==> src/rtl/fifo_pkg.sv <==
// Shared definitions for the asynchronous FIFO write path: default widths,
// the packing ratio and a width-compatibility check.
package fifo_pkg;

  localparam int DEFAULT_DATA_WIDTH = 8;
  localparam int DEFAULT_ADDR_WIDTH = 5;

  typedef enum logic {
    ST_EMPTY = 1'b0,
    ST_ACCUM = 1'b1
  } pack_state_e;

  function automatic int calc_ratio(input int in_w, input int data_w);
    return data_w / in_w;
  endfunction

  function automatic bit widths_ok(input int in_w, input int data_w);
    return (in_w > 0) && (data_w % in_w == 0);
  endfunction

endpackage

==> src/rtl/fifo_wr_packer_if.sv <==
// Narrow beat stream in, FIFO write port out. The packer takes the master view.
interface fifo_wr_packer_if #(
  parameter int IN_WIDTH   = 2,
  parameter int DATA_WIDTH = 8
);
  logic [IN_WIDTH-1:0]   in_data;
  logic                  in_valid;
  logic                  in_last;
  logic                  in_ready;
  logic [DATA_WIDTH-1:0] data_in;
  logic                  Wr_enable;
  logic                  full_flag;

  modport master (
    input  in_data, in_valid, in_last, full_flag,
    output in_ready, data_in, Wr_enable
  );

  modport slave (
    output in_data, in_valid, in_last, full_flag,
    input  in_ready, data_in, Wr_enable
  );
endinterface

==> src/rtl/fifo_wr_packer.sv <==
// Packs RATIO narrow beats (first beat in the LSBs) into one FIFO word, flushes
// partial words on in_last, and counts written words and accepted packets.
module fifo_wr_packer
  import fifo_pkg::*;
#(
  parameter int IN_WIDTH   = 2,
  parameter int DATA_WIDTH = DEFAULT_DATA_WIDTH,
  parameter int CNT_WIDTH  = 16
) (
  input  logic                  clk_write,
  input  logic                  rst,
  fifo_wr_packer_if.master      bus,
  output logic [CNT_WIDTH-1:0]  word_cnt,
  output logic [CNT_WIDTH-1:0]  pkt_cnt
);

  localparam int RATIO  = calc_ratio(IN_WIDTH, DATA_WIDTH);
  localparam int LANE_W = (RATIO > 1) ? $clog2(RATIO) : 1;

  if (!widths_ok(IN_WIDTH, DATA_WIDTH)) begin : g_bad_width
    $error("fifo_wr_packer: DATA_WIDTH must be a multiple of IN_WIDTH");
  end

  pack_state_e           state_q, state_d;
  logic [LANE_W-1:0]     lane_q, lane_d;
  logic [DATA_WIDTH-1:0] acc_q, acc_d;
  logic [DATA_WIDTH-1:0] out_q, out_d;
  logic                  out_valid_q, out_valid_d;
  logic [CNT_WIDTH-1:0]  word_cnt_q, word_cnt_d;
  logic [CNT_WIDTH-1:0]  pkt_cnt_q, pkt_cnt_d;

  logic                  wr_en;
  logic                  ready;
  logic                  accept;
  logic                  complete;
  logic [DATA_WIDTH-1:0] merged;

  // Ready only looks at the output register, so a blocked word stalls every beat.
  assign wr_en = out_valid_q && !bus.full_flag;
  assign ready = !out_valid_q || !bus.full_flag;

  assign bus.Wr_enable = wr_en;
  assign bus.in_ready  = ready;
  assign bus.data_in   = out_q;
  assign word_cnt      = word_cnt_q;
  assign pkt_cnt       = pkt_cnt_q;

  always_comb begin
    state_d     = state_q;
    lane_d      = lane_q;
    acc_d       = acc_q;
    out_d       = out_q;
    out_valid_d = out_valid_q;
    word_cnt_d  = word_cnt_q + CNT_WIDTH'(wr_en);
    pkt_cnt_d   = pkt_cnt_q;

    accept   = bus.in_valid && ready;
    complete = accept && (bus.in_last || (lane_q == LANE_W'(RATIO - 1)));

    merged = acc_q;
    merged[int'(lane_q) * IN_WIDTH +: IN_WIDTH] = bus.in_data;

    if (wr_en) begin
      out_valid_d = 1'b0;
    end

    if (accept && bus.in_last) begin
      pkt_cnt_d = pkt_cnt_q + CNT_WIDTH'(1);
    end

    case (state_q)
      ST_EMPTY, ST_ACCUM: begin
        if (complete) begin
          out_d       = merged;
          out_valid_d = 1'b1;
          acc_d       = '0;
          lane_d      = '0;
          state_d     = ST_EMPTY;
        end else if (accept) begin
          acc_d   = merged;
          lane_d  = lane_q + LANE_W'(1);
          state_d = ST_ACCUM;
        end
      end
      default: begin
        state_d = ST_EMPTY;
        lane_d  = '0;
        acc_d   = '0;
      end
    endcase
  end

  always_ff @(posedge clk_write or negedge rst) begin
    if (!rst) begin
      state_q     <= ST_EMPTY;
      lane_q      <= '0;
      acc_q       <= '0;
      out_q       <= '0;
      out_valid_q <= 1'b0;
      word_cnt_q  <= '0;
      pkt_cnt_q   <= '0;
    end else begin
      state_q     <= state_d;
      lane_q      <= lane_d;
      acc_q       <= acc_d;
      out_q       <= out_d;
      out_valid_q <= out_valid_d;
      word_cnt_q  <= word_cnt_d;
      pkt_cnt_q   <= pkt_cnt_d;
    end
  end

endmodule

==> src/flat_wrapper.sv <==
// flat-port wrapper written by rule: the top's interface ports become plain ports
module fifo_wr_packer_flat import fifo_pkg::*;
#(
  parameter int IN_WIDTH   = 2,
  parameter int DATA_WIDTH = DEFAULT_DATA_WIDTH,
  parameter int CNT_WIDTH  = 16
)
  (clk_write, rst, word_cnt, pkt_cnt, bus_in_data, bus_in_valid, bus_in_last, bus_full_flag, bus_in_ready, bus_data_in, bus_Wr_enable);
  fifo_wr_packer_if #(.IN_WIDTH(IN_WIDTH), .DATA_WIDTH(DATA_WIDTH)) bus_i ();
  input  logic clk_write;
  input  logic rst;
  output logic [CNT_WIDTH-1:0] word_cnt;
  output logic [CNT_WIDTH-1:0] pkt_cnt;
  input wire logic [$bits(bus_i.in_data)-1:0] bus_in_data;
  input wire logic [$bits(bus_i.in_valid)-1:0] bus_in_valid;
  input wire logic [$bits(bus_i.in_last)-1:0] bus_in_last;
  input wire logic [$bits(bus_i.full_flag)-1:0] bus_full_flag;
  output wire logic [$bits(bus_i.in_ready)-1:0] bus_in_ready;
  output wire logic [$bits(bus_i.data_in)-1:0] bus_data_in;
  output wire logic [$bits(bus_i.Wr_enable)-1:0] bus_Wr_enable;
  assign bus_i.in_data = bus_in_data;
  assign bus_i.in_valid = bus_in_valid;
  assign bus_i.in_last = bus_in_last;
  assign bus_i.full_flag = bus_full_flag;
  assign bus_in_ready = bus_i.in_ready;
  assign bus_data_in = bus_i.data_in;
  assign bus_Wr_enable = bus_i.Wr_enable;
  fifo_wr_packer #(.IN_WIDTH(IN_WIDTH), .DATA_WIDTH(DATA_WIDTH), .CNT_WIDTH(CNT_WIDTH)) u_core (.clk_write(clk_write), .rst(rst), .bus(bus_i), .word_cnt(word_cnt), .pkt_cnt(pkt_cnt));
endmodule
==> config.mk <==
export PLATFORM = sky130hd
export DESIGN_NAME = fifo_wr_packer_flat
export DESIGN_NICKNAME = d
export VERILOG_FILES = /design/src/rtl/fifo_pkg.sv /design/src/rtl/fifo_wr_packer_if.sv /design/src/rtl/fifo_wr_packer.sv /design/src/flat_wrapper.sv
export SDC_FILE = /design/constraint.sdc
export NUM_CORES = 1
export LEC_CHECK = 0
export BUFFER_PORTS_ARGS = -buffer_cell sky130_fd_sc_hd__buf_2
export CORE_UTILIZATION = 59
export CTS_BUF_LIST = sky130_fd_sc_hd__clkbuf_4
export DETAILED_ROUTE_END_ITERATION = 8
export GPL_ROUTABILITY_DRIVEN = 0
export HOLD_SLACK_MARGIN = 0.06
export PLACE_DENSITY = 0.93
export SLEW_MARGIN = 20
export SYNTH_ARGS = -nofsm -noshare
export SYNTH_HDL_FRONTEND = slang
export SYNTH_SLANG_ARGS = --single-unit
==> constraint.sdc <==
create_clock -name clk_write -period 3.62 [get_ports clk_write]
set_input_delay 0.181 -clock clk_write [delete_from_list [all_inputs] [get_ports clk_write]]
set_output_delay 0.181 -clock clk_write [all_outputs]
set_load 0.01 [all_outputs]
==> results of run 1 <==
[stage by stage]
stage | worst slack [ns] | util
2_1_floorplan | 1.93 | -
3_3_place_gp | 1.83 | 0.702
3_5_place_dp | 1.66 | 0.702
6_report | 1.72 | 0.726
4_1_cts | 1.67 | 0.726
5_1_grt | 1.49 | 0.726
[worst register-to-register path, stage by stage, from the launching register on]
cell	delay (ns)
sky130_fd_sc_hd__dfrtp_1	0.48
sky130_fd_sc_hd__ha_1	0.32
sky130_fd_sc_hd__o21ai_0	0.77
sky130_fd_sc_hd__o21ai_0	0.20
[per-layer routing]
layer	vias up	share of wire
li1	833	-
met1	842	0.45
met2	62	0.48
met3	11	0.045
met4	0	0.026
met5	-	0
[power groups by stage]
stage / Clock [mW] / Combinational [mW] / Sequential (mW)
2_1_floorplan: 0 / 0.156 / 0.768
3_3_place_gp: 0 / 0.306 / 0.740
3_5_place_dp: 0 / 0.317 / 0.747
4_1_cts: 0.325 / 0.319 / 0.736
5_1_grt: 0.347 / 0.358 / 0.749
6_report: 0.316 / 0.317 / 0.737
[cells in the final DEF, fill, tap and decap left out]
cell                            synthesis  routed
sky130_fd_sc_hd__nor3_1                 3       3
sky130_fd_sc_hd__buf_4                  0       1
sky130_fd_sc_hd__and4_1                 2       2
sky130_fd_sc_hd__or4_4                  1       1
sky130_fd_sc_hd__nor2_2                 1       1
sky130_fd_sc_hd__nand2_1               24      24
sky130_fd_sc_hd__nand2b_4               1       1
sky130_fd_sc_hd__nor2b_4                1       1
sky130_fd_sc_hd__bufinv_16              0       1
sky130_fd_sc_hd__nor4_2                 1       1
sky130_fd_sc_hd__clkbuf_4               0       5
sky130_fd_sc_hd__ha_1                   8       8
sky130_fd_sc_hd__and3_1                 6       6
sky130_fd_sc_hd__clkinv_2               0       1
sky130_fd_sc_hd__nor2_1                11      11
sky130_fd_sc_hd__and2_1                 2       2
sky130_fd_sc_hd__inv_1                  4       4
sky130_fd_sc_hd__a41oi_1                1       1
sky130_fd_sc_hd__mux2_2                 1       1
sky130_fd_sc_hd__nor2_4                 1       1
sky130_fd_sc_hd__xor2_1                 8       8
sky130_fd_sc_hd__xnor2_2                1       1
sky130_fd_sc_hd__o21ai_0               14      14
sky130_fd_sc_hd__o31ai_1                1       1
sky130_fd_sc_hd__clkinv_1               0       1
sky130_fd_sc_hd__a21boi_1               1       1
sky130_fd_sc_hd__nand3_1               17      17
sky130_fd_sc_hd__a31oi_1                7       7
sky130_fd_sc_hd__nor2b_1                6       6
sky130_fd_sc_hd__dfrtp_1               51      51
sky130_fd_sc_hd__dlygate4sd3_1          0       1
sky130_fd_sc_hd__nand4_1                5       5
sky130_fd_sc_hd__nor3b_1                2       2
sky130_fd_sc_hd__nand3b_1               2       2
sky130_fd_sc_hd__xnor2_1               20      20
sky130_fd_sc_hd__a21bo_4                1       1
sky130_fd_sc_hd__nand2b_1               4       4
sky130_fd_sc_hd__buf_2                  0      47
[logic make-up (layout without fill, tap and decap cells)]
group	Yosys count	after routing
compound gates	25	25
xor+xnor	29	29
fa+ha+maj	8	8
buf+inv	6	61
flops	51	51
mux	1	1
simple gates	90	90
[state kept, by name, summed over array words and instances, names as in the netlist]
| signal | flops |
|---|---|
| u_core.out_valid_q | 1 |
| u_core.pkt_cnt | 16 |
| u_core.acc_q | 8 |
| u_core.bus.data_in | 8 |
| u_core.word_cnt | 16 |
| u_core.lane_q | 2 |
[area by class of cell]
class,instances,area (um^2)
sequential,51,1280
multi-input combinational,153,1020
fill,274,1020
timing repair buffer,49,253
tap,48,60.1
clock inverter,3,38.8
clock buffer,5,37.5
inverter,4,15.0
[timing repair]
action | CTS | global route
resized for setup | 0 | 0
hold buffers | 1 | 0
endpoints found under the hold margin | 51 | 0
[worst max path at each step]
stage                     slack (ns)               endpoint               from  depth (start not counted)
after floorplan                 1.93     u_core.pkt_cnt[14]  u_core.pkt_cnt[0]                          6
after global placement          1.83  u_core.bus.data_in[1]   u_core.lane_q[0]                          3
after detailed placement        1.66  u_core.bus.data_in[3]   u_core.lane_q[0]                          3
after CTS                       1.67  u_core.bus.data_in[6]   u_core.lane_q[0]                          3
after global routing            1.49  u_core.bus.data_in[0]   u_core.lane_q[0]                          3
final                           1.72  u_core.bus.data_in[1]   u_core.lane_q[0]                          3
==> qor.yml, run 1 <==
timing.critical_path.slowest_stage_cell: "sky130_fd_sc_hd__o21ai_0"
fp.dieArea_um2: 4200
cellInternalPower_mw: 0.932
yosys.area_share.xor_xnor: 0.112
grt_most_used_layer: "met2"
fin_setup_tns_ns: 0
h-tree-depth: 2
yosysMostFrequentCell: "sky130_fd_sc_hd__dfrtp_1"
p_switching_mw: 0.438
regToRegSetupSlack_ns: 1.72
initial_utilization: 0.626
instances_no_fill: 313
vias: 1748
drive_gt1_frac: 0.242
finalNetCount: 279
run_status: "complete, no violations"
post_dp_cell_area_um2: 2610
worstPathCellList: "ha_1 > o21ai_0 > o21ai_0"
synth_edf_count: 0
post_synth_instance_area_um2: 2320
detail_route.vias_per_cell: 5.58
post-route-cell-area_um2: 2700
power.share.combinational: 0.232
postCtsSetupBuffers: 0
tritoncts: "done"
finalMaxSlewViolations: 0
grt_pass1_wl_um: 7670
critPathKind: "reg2reg"
synthesis.yosys.warnings: 0
worstPathRequired_ns: 3.85
post_synth_mux_area_share: 0.00484
area_growth_syn_to_layout_pct: 16.1
clk_network_pwr_share: 0.230
pwr-share-seq: 0.538
timing.final.hold_violations: 0
post-layout-total-power_mw: 1.37
grt_pass1_vias: 1673
ys_async_rst_share: 1.00
yosysSeqAreaShare: 0.549
clk_latency_ns: 0.37
initialDrtViolationCount: 136
flop_and_latch_count_out_of_synthesis: 51
yosys.area_share.adder: 0.0431
chipWidth_um: 64.8
synthFlopType: "sky130_fd_sc_hd__dfrtp_1"
power.share.switching: 0.320
routed_wl_um: 4450
min_to: "u_core.out_valid_q"
fmax_mhz: 526
timing.clock.skew_ns: 0.0106
final_antenna_net_count: 0
setup_repair_after_global_routing_missed_its_margin: "no"
top_level_ports: 49
worst-r2r-cell-count: 3
place_hpwl_um: 3270
fp-row-count: 22
yosys.area.top_type: "sky130_fd_sc_hd__dfrtp_1"
cp_top_family: "compound AO/OA/AOI/OAI gates"
end_kind: "register"
delay_contributed_by_the_slowest_stage_of_the_critical_path_ns: 0.76
synth_top_family_by_area: "simple AND/OR/NAND/NOR gates"
dr_pass1_iterations: 4
synth_top_cells_by_area: "sky130_fd_sc_hd__dfrtp_1 55%, sky130_fd_sc_hd__xnor2_1 7.5%, sky130_fd_sc_hd__ha_1 4.3%"
mappedNetlistNets: 225
critical_path.most_common_cell: "sky130_fd_sc_hd__o21ai_0"
grt_start_max_net_pins: 52
final.min_clock_period_ns: 1.90
grt_overflow: 0
core_um2: 3720
p_leak_nw: 1.35
worst_r2r_endpoint: "u_core.bus.data_in[1]"
setup_viol_count_final: 0
post_synth.cell_area_avg_um2: 11.1
cts.sink_count: 51
path_clk_slew_ns: 0.13
crit-reg2reg-launch: "u_core.lane_q[0]"
worstHoldPathCells: 3
cts-buffers-inserted: 5
post_synth_and_or_nand_nor_area_fraction: 0.212
synth_compound_area_frac: 0.0662
grt_use_met3: 0.0511
hold_path.class: "in2reg"
holdWs_ns: 0.0814
worst_slew_margin_rel: 0.378
antenna_cells_inserted: 0
grt_util_met1: 0.318
placedCellCount: 304
port-buffer-count: 48
netlist_top_cells_count: "51 x sky130_fd_sc_hd__dfrtp_1, 24 x sky130_fd_sc_hd__nand2_1, 20 x sky130_fd_sc_hd__xnor2_1, 17 x sky130_fd_sc_hd__nand3_1, 14 x sky130_fd_sc_hd__o21ai_0"
syn_inst: 210
arrival_ns: 2.14
critical_path_buf_inv_count: 0
synthDominantCellAreaShare: 0.549
transition_time_at_the_pin_with_the_least_slew_margin_ns: 0.923
worstHoldStart: "bus_full_flag"
met2_usage: 0.382
ys_types: 33
timing.critical_path.fanout_max: 11
number_of_antenna_violations_at_the_first_check_in_global_routing: 0
root_buffer: "sky130_fd_sc_hd__clkbuf_4"
die_y_um: 64.8
routed_wire_length_per_instance_um: 14.2
drv.max_cap_violation_count: 0
buffer_levels_on_the_longest_clock_path: 2
irDropWorstVdd_v: 0.000351
drc_errors: 0
power_density_nw_per_um2: 508
finalCritPeriodShare: 0.526
globalRouteTotalUtil: 0.242
startpoint_type: "register"
(Power assumes the default switching activity.)
==> run 2: changes to the inputs <==
--- a/config.mk
+++ b/config.mk
@@ -6,12 +6,12 @@
 export NUM_CORES = 1
 export LEC_CHECK = 0
 export BUFFER_PORTS_ARGS = -buffer_cell sky130_fd_sc_hd__buf_2
-export CORE_UTILIZATION = 59
+export CORE_UTILIZATION = 51
 export CTS_BUF_LIST = sky130_fd_sc_hd__clkbuf_4
 export DETAILED_ROUTE_END_ITERATION = 8
 export GPL_ROUTABILITY_DRIVEN = 0
 export HOLD_SLACK_MARGIN = 0.06
-export PLACE_DENSITY = 0.93
+export PLACE_DENSITY = 0.86
 export SLEW_MARGIN = 20
 export SYNTH_ARGS = -nofsm -noshare
 export SYNTH_HDL_FRONTEND = slang
==> constraint.sdc (replaced) <==
create_clock -name clk_write -period 1.6 [get_ports clk_write]
set_input_delay 0.08 -clock clk_write [delete_from_list [all_inputs] [get_ports clk_write]]
set_output_delay 0.08 -clock clk_write [all_outputs]
set_load 0.01 [all_outputs]
==> run 2 against run 1 <==
Compared with the run above:
- the run now ends with setup timing left
- flip-flop and latch count did not move
- worst setup slack got worse by 1.7 ns
- clock skew fell by 0.0013 ns
- die area rose by 15%
- cell count rose by 9.9%
- clock power rose by 85%
- sequential share of layout area fell by 4.2 points
- critical path type unchanged
- critical endpoint is now u_core.pkt_cnt[14]
- largest cell class unchanged
==> qor.yml, run 2 (same netlist as run 1, synthesis figures left out) <==
arrival_ns: 1.90
fin_util: 0.682
root_buffer: "sky130_fd_sc_hd__clkbuf_4"
cp_top_family: "simple AND/OR/NAND/NOR gates"
grt_start_max_net_pins: 22
h-tree-depth: 2
tritoncts: "done"
timing.clock.skew_ns: 0.00939
cts-buffers-inserted: 5
routed_wl_um: 4780
routed_wire_length_per_instance_um: 13.9
worst-r2r-cell-count: 4
core_um2: 4350
antenna_cells_inserted: 0
mostFrequentLayoutCell: "sky130_fd_sc_hd__dfrtp_1"
regToRegSetupSlack_ns: -0.01
crit-reg2reg-launch: "u_core.out_valid_q"
end_kind: "register"
worst_r2r_endpoint: "u_core.pkt_cnt[14]"
finalNetCount: 306
fillerInstances: 340
drc_errors: 0
finalCritPeriodShare: 1.01
grt_overflow: 0
irDropWorstVdd_v: 0.000603
finalWorstSetupSlack_ns: -0.0121
holdWs_ns: 0.136
area_growth_syn_to_layout_pct: 27.7
initialDrtViolationCount: 156
initial_utilization: 0.534
finalMaxSlewViolations: 0
port-buffer-count: 48
clk_latency_ns: 0.38
globalRouteTotalUtil: 0.212
placedCellCount: 327
delay_contributed_by_the_slowest_stage_of_the_critical_path_ns: 0.57
timing.critical_path.slowest_stage_cell: "sky130_fd_sc_hd__or4_4"
detail_route.vias_per_cell: 5.25
layout.cells.most_common_list: "50 x sky130_fd_sc_hd__dfrtp_1, 48 x sky130_fd_sc_hd__buf_2, 24 x sky130_fd_sc_hd__nand2_1"
vias: 1806
drv.max_cap_violation_count: 0
startpoint_type: "register"
worstPathRequired_ns: 1.88
timing.critical_path.fanout_max: 5
final_antenna_net_count: 0
setup_viol_count_final: 1
run_status: "finished, violations left"
fp-row-count: 24
hold_path.class: "in2async"
setup_repair_after_global_routing_missed_its_margin: "yes"
critical_path_buf_inv_count: 0
drive_gt1_frac: 0.342
cts.sink_count: 51
power_density_nw_per_um2: 1080
violated_checks: "setup timing"
critPathKind: "reg2reg"
top_level_ports: 49
grt_pass1_wl_um: 7910
dr_pass1_iterations: 4
timing.final.hold_violations: 0
worstPathCellList: "a21bo_4 > or4_4 > nand2b_4 > xnor2_2"
grt_pass1_vias: 1777
chipWidth_um: 69.5
instances_no_fill: 344
buffer_levels_on_the_longest_clock_path: 2
place_hpwl_um: 3530
p_leak_nw: 1.47
path_clk_slew_ns: 0.15
fp.dieArea_um2: 4830
worst_slew_margin_rel: 0.728
fmax_mhz: 620
die_y_um: 69.5
transition_time_at_the_pin_with_the_least_slew_margin_ns: 0.407
final.min_clock_period_ns: 1.61
number_of_antenna_violations_at_the_first_check_in_global_routing: 0
## run 2: cell count changes in the layout (fill, tap and decap cells not counted), sizes merged
| cell | delta |
|---|---|
| buf | +23 |
| bufinv | -1 |
| clkinvlp | +1 |
| dlygate4sd3 | +4 |
## run 2: area by class of cell
cell class,count,area (um^2),share of cell area
clock buffer,5,37.5,0.0126
tap,52,65.1,0.0219
inverter,4,15.0,0.00506
multi-input combinational,153,1070,0.362
sequential,51,1280,0.430
timing repair buffer,76,479,0.161
clock inverter,3,20.0,0.00675
## run 2: worst reg2reg max path: stages, from the launching register on
cell and delay [ns]:
sky130_fd_sc_hd__dfrtp_1 0.43, sky130_fd_sc_hd__a21bo_4 0.22, sky130_fd_sc_hd__or4_4 0.57, sky130_fd_sc_hd__nand2b_4 0.18, sky130_fd_sc_hd__xnor2_2 0.13
## run 2: per-layer routing
metal	part of all wire	global-route usage	routed length [um]
met5	0	0	0
met2	0.51	0.361	2440
met3	0.045	0.0480	216
met4	0.025	0.0975	121
met1	0.42	0.255	2000
## run 2: how the worst max path moves through the flow
stage	from	end	slack, ns	cells after the start
2_1_floorplan	u_core.out_valid_q	u_core.pkt_cnt[14]	-0.08	5
3_3_place_gp	u_core.out_valid_q	u_core.pkt_cnt[14]	0.004	4
3_5_place_dp	u_core.out_valid_q	u_core.pkt_cnt[14]	-0.02	4
4_1_cts	u_core.out_valid_q	u_core.pkt_cnt[14]	-0.02	4
5_1_grt	u_core.out_valid_q	u_core.pkt_cnt[14]	-0.09	4
6_report	u_core.out_valid_q	u_core.pkt_cnt[14]	-0.01	4
## run 2: report_power, final
part | leakage [nW] | internal (mW) | total (mW) | switching, mW
registers | 0.681 | 1.47 | 1.63 | 0.152
clock network | 0.0288 | 0.170 | 0.585 | 0.415
logic | 0.763 | 0.488 | 0.984 | 0.496
## run 2: what timing repair did
item | 4_1_cts | 5_1_grt
gates resized for setup | 1 | 13
cloned | 0 | 0
setup endpoints to repair | 8 | 29
pin swaps | 4 | 5
endpoints found under the hold margin | 59 | 0
setup buffers | 1 | 3
hold buffers | 5 | 0
## run 2: per-stage QoR
stage	setup WS, ns	setup TNS [ns]	instance area [um^2]	power [mW]
floorplan	-0.0775	-0.0855	2330	2.10
global placement	0.00350	0	2780	2.52
detailed placement	-0.0214	-0.0409	2780	2.56
CTS	-0.0250	-0.0250	2900	3.16
global route	-0.0871	-0.579	2970	3.41
finish	-0.0121	-0.0121	2970	3.20
==> run 3: changes to the inputs <==
--- a/config.mk
+++ b/config.mk
@@ -6,12 +6,12 @@
 export NUM_CORES = 1
 export LEC_CHECK = 0
 export BUFFER_PORTS_ARGS = -buffer_cell sky130_fd_sc_hd__buf_2
-export CORE_UTILIZATION = 51
+export CORE_UTILIZATION = 56
 export CTS_BUF_LIST = sky130_fd_sc_hd__clkbuf_4
 export DETAILED_ROUTE_END_ITERATION = 8
 export GPL_ROUTABILITY_DRIVEN = 0
 export HOLD_SLACK_MARGIN = 0.06
-export PLACE_DENSITY = 0.86
+export PLACE_DENSITY = 0.9
 export SLEW_MARGIN = 20
 export SYNTH_ARGS = -nofsm -noshare
 export SYNTH_HDL_FRONTEND = slang
==> constraint.sdc (replaced) <==
create_clock -name clk_write -period 1.8 [get_ports clk_write]
set_input_delay 0.09 -clock clk_write [delete_from_list [all_inputs] [get_ports clk_write]]
set_output_delay 0.09 -clock clk_write [all_outputs]
set_load 0.01 [all_outputs]
==> run 3 against run 2 <==
Compared with the run above:
- the run now ends clean
- flip-flop and latch count stayed put
- fmax fell by 4.1%
- count of clock-buffer cells in the layout stayed put
- total power down 14%
- clock power grew 7.4%
- clock skew increased by 0.0012 ns
- register-to-register slack improved by 0.13 ns
- combinational power fell by 33%
- first-iteration DRC count fell by 42%
- worst setup slack gained 0.13 ns
- sequential power decreased by 9.8%
- routed wire length shrank 11%
- critical endpoint unchanged
==> qor.yml, run 3 (same netlist as run 1, synthesis figures left out) <==
globalRouteTotalUtil: 0.217
timing.clock.skew_ns: 0.0106
fillerInstances: 324
finalMaxSlewViolations: 0
worstPathRequired_ns: 2.06
vias: 1715
core_um2: 4000
area_growth_syn_to_layout_pct: 19.6
fin_util: 0.695
irDropWorstVdd_v: 0.000545
layout.cells.most_common_list: "51 x sky130_fd_sc_hd__dfrtp_1, 48 x sky130_fd_sc_hd__buf_2, 24 x sky130_fd_sc_hd__nand2_1"
end_kind: "register"
detail_route.vias_per_cell: 5.29
path_clk_slew_ns: 0.14
hold_path.class: "in2reg"
grt_pass1_vias: 1578
clk_latency_ns: 0.36
drc_errors: 0
h-tree-depth: 2
drive_gt1_frac: 0.259
power_density_nw_per_um2: 992
fp-row-count: 23
antenna_cells_inserted: 0
number_of_antenna_violations_at_the_first_check_in_global_routing: 0
grt_overflow: 0
fp.dieArea_um2: 4410
port-buffer-count: 48
seqCellArea_um2: 1280
finalNetCount: 289
cts.sink_count: 51
transition_time_at_the_pin_with_the_least_slew_margin_ns: 0.629
setup_repair_after_global_routing_missed_its_margin: "no"
buffer_levels_on_the_longest_clock_path: 2
place_hpwl_um: 3140
grt_pass1_wl_um: 7110
post_cts_resize_count: 0
chipWidth_um: 66.4
postCtsSetupBuffers: 0
worst_slew_margin_rel: 0.581
routed_wl_um: 4260
finalCritPeriodShare: 0.934
arrival_ns: 1.95
fmax_mhz: 595
drv.max_cap_violation_count: 0
mostFrequentLayoutCell: "sky130_fd_sc_hd__dfrtp_1"
setup_viol_count_final: 0
tritoncts: "done"
run_status: "complete, no violations"
final.min_clock_period_ns: 1.68
timing.final.hold_violations: 0
fin_setup_tns_ns: 0
top_level_ports: 49
dr_pass1_iterations: 4
die_y_um: 66.4
cts-buffers-inserted: 5
multi_input_area_um2: 1020
root_buffer: "sky130_fd_sc_hd__clkbuf_4"
initial_utilization: 0.581
final_antenna_net_count: 0
grt_start_max_net_pins: 52
p_leak_nw: 1.39
routed_wire_length_per_instance_um: 13.2
critPathKind: "reg2reg"
initialDrtViolationCount: 91
timing.critical_path.fanout_max: 8
startpoint_type: "register"
post-layout-total-power_mw: 2.76
[run 3: cell types whose count changed in the layout (fill, tap and decap cells not counted), sizes merged]
cell	before	now
dlygate4sd3	5	4
clkinv	2	0
buf	71	55
bufinv	0	1
[run 3: final cells by class]
class | instances | area share
clock inverter | 2 | 0.0135
inverter | 4 | 0.00540
sequential | 51 | 0.459
tap | 50 | 0.0225
clock buffer | 5 | 0.0135
multi-input combinational | 153 | 0.366
timing repair buffer | 59 | 0.120
[run 3: power breakdown]
group	leakage (nW)	internal [mW]	switching, mW
Sequential	0.682	1.31	0.158
Clock	0.0373	0.285	0.343
Combinational	0.670	0.300	0.363
Total	1.39	1.89	0.864
[run 3: path summary, 6_finish.rpt]
path	to	from	slack (ns)	cells after the start
min in group asynchronous	u_core.word_cnt[14]	rst	0.36	3
hold / removal	u_core.pkt_cnt[3]	bus_in_last	0.12	3
max in group asynchronous	u_core.pkt_cnt[4]	rst	1.00	3
setup / recovery	u_core.pkt_cnt[14]	u_core.out_valid_q	0.12	4
setup reg to reg	u_core.pkt_cnt[14]	u_core.out_valid_q	0.12	4
hold reg to reg	u_core.pkt_cnt[15]	u_core.pkt_cnt[15]	0.48	1
[run 3: metrics by stage]
stage / area [um^2] / std cells / hold slack (ns) / setup slack, ns
final: 2780 / 324 / 0.116 / 0.119
after global routing: 2780 / 324 / 0.124 / 0.0146
after CTS: 2780 / 324 / 0.102 / 0.114
after detailed placement: 2670 / 313 / 0.250 / 0.127
after global placement: 2670 / 313 / 0.233 / 0.145
after floorplan: 2320 / 210 / -0.206 / 0.111
[run 3: what timing repair did]
item                                    CTS  global route
hold buffers                              4             0
hold endpoints to repair                 57             0
endpoints found under the setup margin    0             0
[run 3: routing by layer]
layer,GRT usage,wire [um],up-vias
li1,-,-,850
met4,0.0718,68,0
met2,0.370,2030,41
met1,0.271,1990,816
met3,0.0500,171,8
met5,0,0,-
[run 3: critical path, stage by stage (launching register included)]
cell,delay [ns]
sky130_fd_sc_hd__dfrtp_1,0.43
sky130_fd_sc_hd__a21bo_4,0.27
sky130_fd_sc_hd__or4_4,0.59
sky130_fd_sc_hd__nand2b_4,0.18
sky130_fd_sc_hd__xnor2_2,0.12
